**src/rtl/tx_block_framer.sv**
```systemverilog
`default_nettype none
// tx_block_framer: tags 512-bit beats with 128b/130b block start and sync header behind a 2-entry FIFO.
// Optional feature: define TX_BLOCK_FRAMER_ERR_CNT_EN to add the saturating hdr_err_cnt output.
module tx_block_framer #(
  parameter int BEATS_PER_BLOCK = 4
) (
  input  logic         pclk,
  input  logic         reset,
  input  logic [511:0] in_data,
  input  logic [63:0]  in_valid,
  input  logic [63:0]  in_datak,
  input  logic         in_sync_header,
  output logic         in_ready,
  input  logic         phy_ready,
  output logic [511:0] tx_data,
  output logic [63:0]  tx_datak,
  output logic [63:0]  tx_valid,
  output logic         tx_data_valid,
  output logic         tx_start_block,
  output logic [1:0]   tx_sync_header,
  output logic         hdr_err
`ifdef TX_BLOCK_FRAMER_ERR_CNT_EN
  ,
  output logic [7:0]   hdr_err_cnt
`endif
);

  localparam logic [1:0] LAST_BEAT = 2'(BEATS_PER_BLOCK - 1);

  typedef struct packed {
    logic [511:0] data;
    logic [63:0]  datak;
    logic [63:0]  valid;
    logic         start;
    logic         os;
  } entry_t;

  entry_t     head;
  entry_t     tail;
  entry_t     incoming;
  logic [1:0] count;
  logic [1:0] beat_cnt;
  logic       blk_hdr;
  logic       err_q;
  logic       first;
  logic       accept;
  logic       pop;
  logic       nonempty;

  // Reset masks the outputs combinationally so they read 0 for the whole reset window.
  assign nonempty = (count != 2'd0) && !reset;
  assign in_ready = (count != 2'd2) && !reset;
  assign accept   = in_ready && (in_valid != '0);
  assign pop      = nonempty && phy_ready;
  assign first    = (beat_cnt == 2'd0);

  assign incoming = '{data:  in_data,
                      datak: in_datak,
                      valid: in_valid,
                      start: first,
                      os:    first ? in_sync_header : blk_hdr};

  always_ff @(posedge pclk) begin
    if (reset) begin
      count    <= 2'd0;
      beat_cnt <= 2'd0;
      blk_hdr  <= 1'b0;
      err_q    <= 1'b0;
      head     <= '0;
      tail     <= '0;
    end else begin
      err_q <= accept && !first && (in_sync_header != blk_hdr);
      if (accept) begin
        beat_cnt <= (beat_cnt == LAST_BEAT) ? 2'd0 : beat_cnt + 2'd1;
        if (first) begin
          blk_hdr <= in_sync_header;
        end
      end
      case ({accept, pop})
        2'b10: begin
          if (count == 2'd0) head <= incoming;
          else               tail <= incoming;
          count <= count + 2'd1;
        end
        2'b01: begin
          head  <= tail;
          count <= count - 2'd1;
        end
        // Push and pop together can only happen with exactly one entry held.
        2'b11: head <= incoming;
        default: ;
      endcase
    end
  end

  assign tx_data_valid  = nonempty;
  assign tx_data        = nonempty ? head.data  : '0;
  assign tx_datak       = nonempty ? head.datak : '0;
  assign tx_valid       = nonempty ? head.valid : '0;
  assign tx_start_block = nonempty && head.start;
  assign tx_sync_header = nonempty ? (head.os ? 2'b01 : 2'b10) : 2'b00;
  assign hdr_err        = err_q && !reset;

`ifdef TX_BLOCK_FRAMER_ERR_CNT_EN
  logic [7:0] err_cnt;

  always_ff @(posedge pclk) begin
    if (reset) begin
      err_cnt <= 8'd0;
    end else if (err_q && (err_cnt != 8'hFF)) begin
      err_cnt <= err_cnt + 8'd1;
    end
  end

  assign hdr_err_cnt = err_cnt;
`endif

endmodule
`default_nettype wire

```
**config.mk**
```make
export PLATFORM = sky130hd
export DESIGN_NAME = tx_block_framer
export DESIGN_NICKNAME = d
export VERILOG_FILES = /design/src/rtl/tx_block_framer.sv
export SDC_FILE = /design/constraint.sdc
export NUM_CORES = 2
export LEC_CHECK = 0
export ABC_AREA = 1
export CAP_MARGIN = 20
export CELL_PAD_IN_SITES_DETAIL_PLACEMENT = 0
export CELL_PAD_IN_SITES_GLOBAL_PLACEMENT = 1
export CORE_AREA = 2 2 500 502
export CTS_CLUSTER_DIAMETER = 50
export CTS_CLUSTER_SIZE = 14
export DETAILED_ROUTE_END_ITERATION = 8
export DIE_AREA = 0 0 502 504
export PLACE_DENSITY = 0.64
export SLEW_MARGIN = 20
export SYNTH_ARGS = -nofsm -noshare
export SYNTH_HDL_FRONTEND = slang
export SYNTH_SLANG_ARGS = --single-unit
```
**constraint.sdc**
```tcl
create_clock -name pclk -period 3.71 [get_ports pclk]
set_input_delay 0.9275 -clock pclk [delete_from_list [all_inputs] [get_ports pclk]]
set_output_delay 0.9275 -clock pclk [all_outputs]
set_load 0.01 [all_outputs]
```
======== Word-level counts from Yosys, hierarchy flattened ========
Cells that the tools add are included.
word-level totals
  input port bits ......................... 644
  logic and storage cells ................. 53
  flip-flop bits (word level) ............. 1290
cells by class
  multiplexer cells ....................... 10
  add/sub/neg operators ................... 3
  bitwise operators ....................... 1
  reduce and logical (&&, ||, !) cells .... 18
  equality and inequality tests ........... 7
operators by type and width
  operator             number
  $pmux 642 s3         1
  $mux 642             1
  $mux 512             1
  $mux 64              2
  $reduce_bool 64->1   1
  $logic_and 1x1->1    8
  $eq 2x2->1 const B   3
  $mux 2               3
  $add 2x1->2 const B  2
  $logic_not 2->1      2
  $ne 2x2->1 const B   2
  $pmux 2 s2           1
  $reduce_and 2->1     2
  $reduce_bool 2->1    2
  $reduce_bool 3->1    1
  $eq 2x1->1 const B   1
  $logic_not 1->1      2
  $sub 2x1->2 const B  1
  $mux 1               1
  $ne 1x1->1           1
  $not 1->1            1

======== Logic depth before layout (Yosys ltp) ========
  word-level depth ........................ 6
  gate-level depth with buffers ........... 17

======== Worst setup path after synthesis ========
No wires, ideal clock.
  kind .................................... input to output
  from .................................... input port reset
  to ...................................... output port tx_datak[57]
  stages .................................. 6
  path slack .............................. 692 ps
  arrival time ............................ 2091 ps
  data required time ...................... 2783 ps
  path through ............................ nor2_1 -> clkinv_1 -> buf_2 -> clkbuf_1 -> clkbuf_1 -> nor2_1
on the way
  word-level cells in the longest chain between the ends .. 3
RTL lines
  what               line  text
  from (decl)        8     input logic reset,
  $logic_not 1->1    51    assign nonempty = (count != 2'd0) && !reset;
  $logic_and 1x1->1  51
  $mux 64            98    assign tx_datak = nonempty ? head.datak : '0;
  to (decl)          16    output logic [63:0] tx_datak,
No other way between the ends.

======== Worst setup path after layout ========
  from .................................... input port reset
  to ...................................... output port tx_sync_header[0]
on the way
  word-level cells in the longest chain between the ends .. 3
RTL lines
  what               line  text
  $logic_not 1->1    51
  $logic_and 1x1->1  51
  $mux 2             101   assign tx_sync_header = nonempty ? (head.os ? 2'b01 : 2'b10) : 2'b00;
  to (decl)          20    output logic [1:0] tx_sync_header,
No other way between the ends.

==> impl_results.md <==
- Outcome: finished with violations
- Failing checks: negative setup slack
- Fraction of layout cells with a size suffix above 1: 0.0835
- Num CTS Buffers: 166
- Final min period: 3770 ps
- Final Cycle Share: 1.02
- Dominant cell type by area after synthesis: dfxtp_1
- Pint: 33.0 mW
- Rel. slew slack: 0.571
- EDFF count, synth: 0
- Crit path max-delay family: buffers and inverters
- Yosys reg bits: 1,290
- Crit-path cells: clkdlybuf4s50_1 > nor2_1 > buf_4 > inv_8 > nor2_2 > clkdlybuf4s50_1
- Final worst slack: -60.3 ps
- Vias in the first global route: 53,600
- Critical Path End Type: output pin
- Crit-path max FO: 7
- RePlAce Congestion: 0.878
- Port Buffers: 1,289
- Grt ovf: 0
- Overall routing resource usage: 0.189
- DIE AREA: 253,000 um^2
- Worst Setup SP: reset
- Max Root-Sink Buffers: 3
- Worst r2r src: count[0]$_SDFFE_PP0P_
- Largest stage delay, worst path: 670 ps
- Cell Area, Placed: 72,400 um^2
- Critical path depth in cells: 6
- Critical path startpoint category: primary input
- Commonest cells in the netlist: nor2_1, nand2_1, dfxtp_1, o21ai_0, inv_1
- Fill cell count: 26,600
- Slew Viols, Final: 0
- Hold Buf Count CTS: 0
- Root buf cell: clkbuf_16
- HPWL after detailed placement: 183,000 um
- RSZ-0062 raised after global routing: true
- Initial DRT Pass Iterations: 7
- Synth area leaders: dfxtp_1, nor2_1, o21ai_0
- Core ar.: 248,000 um^2
- Clk_skew: 43.6 ps
- Critical path data required time: 2780 ps
- Psw: 17.2 mW
- Worst hold path type: reg -> reg
- FF-to-FF End: tail[313]$_SDFFE_PP0P_
- Chip Height: 504 um
- Global-route wire length before repair: 364,000 um
- Leakage: 36.0 nW
- Max cap viols: 0
- Most frequent CP cell: clkdlybuf4s50_1
- DRC: 0
- Switching part of the total: 0.343
- Count leader, synth: nor2_1
- Synth Instances: 7,811
- Layout net count: 9,645
- Combinational share of power: 0.272
- Synth cell types: 22
- Clk pin slew, worst setup/hold paths: 60 ps
- Row cnt: 183
- Crit path kind: in -> out
- Initial Util: 0.217
- Cell area after layout: 79,000 um^2
- Clock sink count: 1,290
- R2r worst-path depth: 11
- Maximum clock frequency: 0.265 GHz
- R2R setup slack: 1130 ps
- Syn Nets: 8,460
- Clk_lat worst skew: 820 ps
- Share of async-settable or async-resettable flops after synthesis: 0
- IO Count: 1,290
- WHS: 455 ps
- Area growth syn-to-layout: 47.0%
- Largest net degree at the start of global routing: 98
- Worst Hold End: head[20]$_SDFFE_PP0P_
- Routed Wire Length: 251,000 um
- Ys flop type: dfxtp_1
- Iter 0 DRT Violations: 4,424
- Initial antenna violation count: 76
- Ys Warns: 0
- Reg power frac: 0.375
- H-tree depth: 4
- Hold Path Origin: tail[20]$_SDFFE_PP0P_
- Worst-margin pin slew: 643 ps
- Post-Syn Area: 53,700 um^2
- Mean Syn Cell Area: 6.88 um^2
- Post-Place Worst Slack: -433 ps
- Power per Cell Area: 636 nW/um^2
- Via Count: 56,500
- Sequential fraction of the synthesis area: 0.480
- Clock power frac: 0.353
- Final antenna-violating net count: 0
- Slowest CP cell: clkdlybuf4s50_1
- Chip width: 502 um
- Final Hold Vio Count: 0
- Worst vdd ir: 390 uV
- Worst EP arrival: 2840 ps
- Worst Path Buf+Inv: 4
- Routed len/inst: 20.1 um
- Hold Crit Depth: 2
- Post-DR vias/cell: 4.52
- Setup violations, final: 2
- CTS tree: built
- Share of Yosys cell area claimed by the top area cell type: 0.480
-- repair_timing --
item / 4_1_cts / 5_1_grt
setup buffers: 1 / 4
endpoints found under the setup margin: 483 / 340
gates resized for setup: 354 / 282
gates cloned: 1 / 1
-- worst max path at each step --
stage	to
after global routing	tx_sync_header[0]
after floorplan	tx_datak[57]
after detailed placement	head[157]$_SDFFE_PP0P_
final	tx_sync_header[0]
after global placement	head[178]$_SDFFE_PP0P_
after CTS	tx_data[241]
-- kinds of logic after synthesis --
family                     share of synthesized area
buffers and inverters                         0.0928
and+or+nand+nor                                0.229
AOI/OAI and AO/OA                              0.196
adders and majority gates                    0.00116
xor gates and xnor gates                    0.000326
DFF                                            0.480
-- cells in the final DEF (no fill, tap or decap), types with 9 or more instances in the layout --
master           count
clkinvlp_4          19
clkbuf_2             9
nand2_1           1308
dlymetal6s2s_1     242
inv_8               14
dlygate4sd2_1      299
clkinv_2            15
bufinv_16           24
o21ai_0            985
inv_1              651
a31oi_1            641
clkinv_4            15
clkdlybuf4s50_1    675
o21ai_1            303
nor2_1            1943
dfxtp_1           1289
buf_12             114
buf_4              293
clkbuf_8            18
nor2_2              24
inv_6               18
diode_2             41
clkdlybuf4s15_1     10
clkbuf_16          170
-- final cells by class --
type	instances	area, um^2	share of cell area
Sequential cell	1290	25800	0.327
Multi-Input combinational cell	5228	23000	0.291
Timing Repair Buffer	1655	17300	0.219
Clock buffer	194	4500	0.0570
Tap cell	3330	4170	0.0527
Inverter	655	2490	0.0315
Clock inverter	113	1600	0.0202
Antenna cell	41	103	0.00130
-- tightest hold or removal path, cell delays in order, from the launching register on --
cell and delay [ps]:
dfxtp_1 310, nand2_1 50, a31oi_1 70
-- layer usage --
| metal | global-route usage | vias to the layer above | wire [um] |
|---|---|---|---|
| li1 | - | 27500 | - |
| met1 | 0.239 | 26700 | 108000 |
| met4 | 0.0659 | 48 | 7740 |
| met3 | 0.0505 | 369 | 19600 |
| met5 | 0 | - | 299 |
| met2 | 0.308 | 1927 | 116000 |
-- registers in the layout (all words and copies together), names as in the netlist --
signal / cells
blk_hdr: 1
head: 642
tail: 642
count: 2
beat_cnt: 2
err_q: 1
-- per-stage QoR --
stage	cells	utilization	setup TNS [ps]	total power [mW]
finish	12500	0.319	-62.0	50.2
global route	12500	0.319	-1480	53.1
CTS	12500	0.316	-8640	50.8
detailed placement	12200	0.292	-414260	33.0
global placement	12200	0.292	-422630	32.8
floorplan	7811	-	0	26.1
-- power by group through the flow --
stage                     combinational (mW)  clock, mW  sequential [mW]
after detailed placement                13.9          0             19.1
after floorplan                         7.64          0             18.5
after CTS                               13.8       18.2             18.8
after global placement                  13.7          0             19.0
after global routing                    15.2       18.7             19.2
final                                   13.6       17.7             18.8
Power figures use the tool's default switching activity.
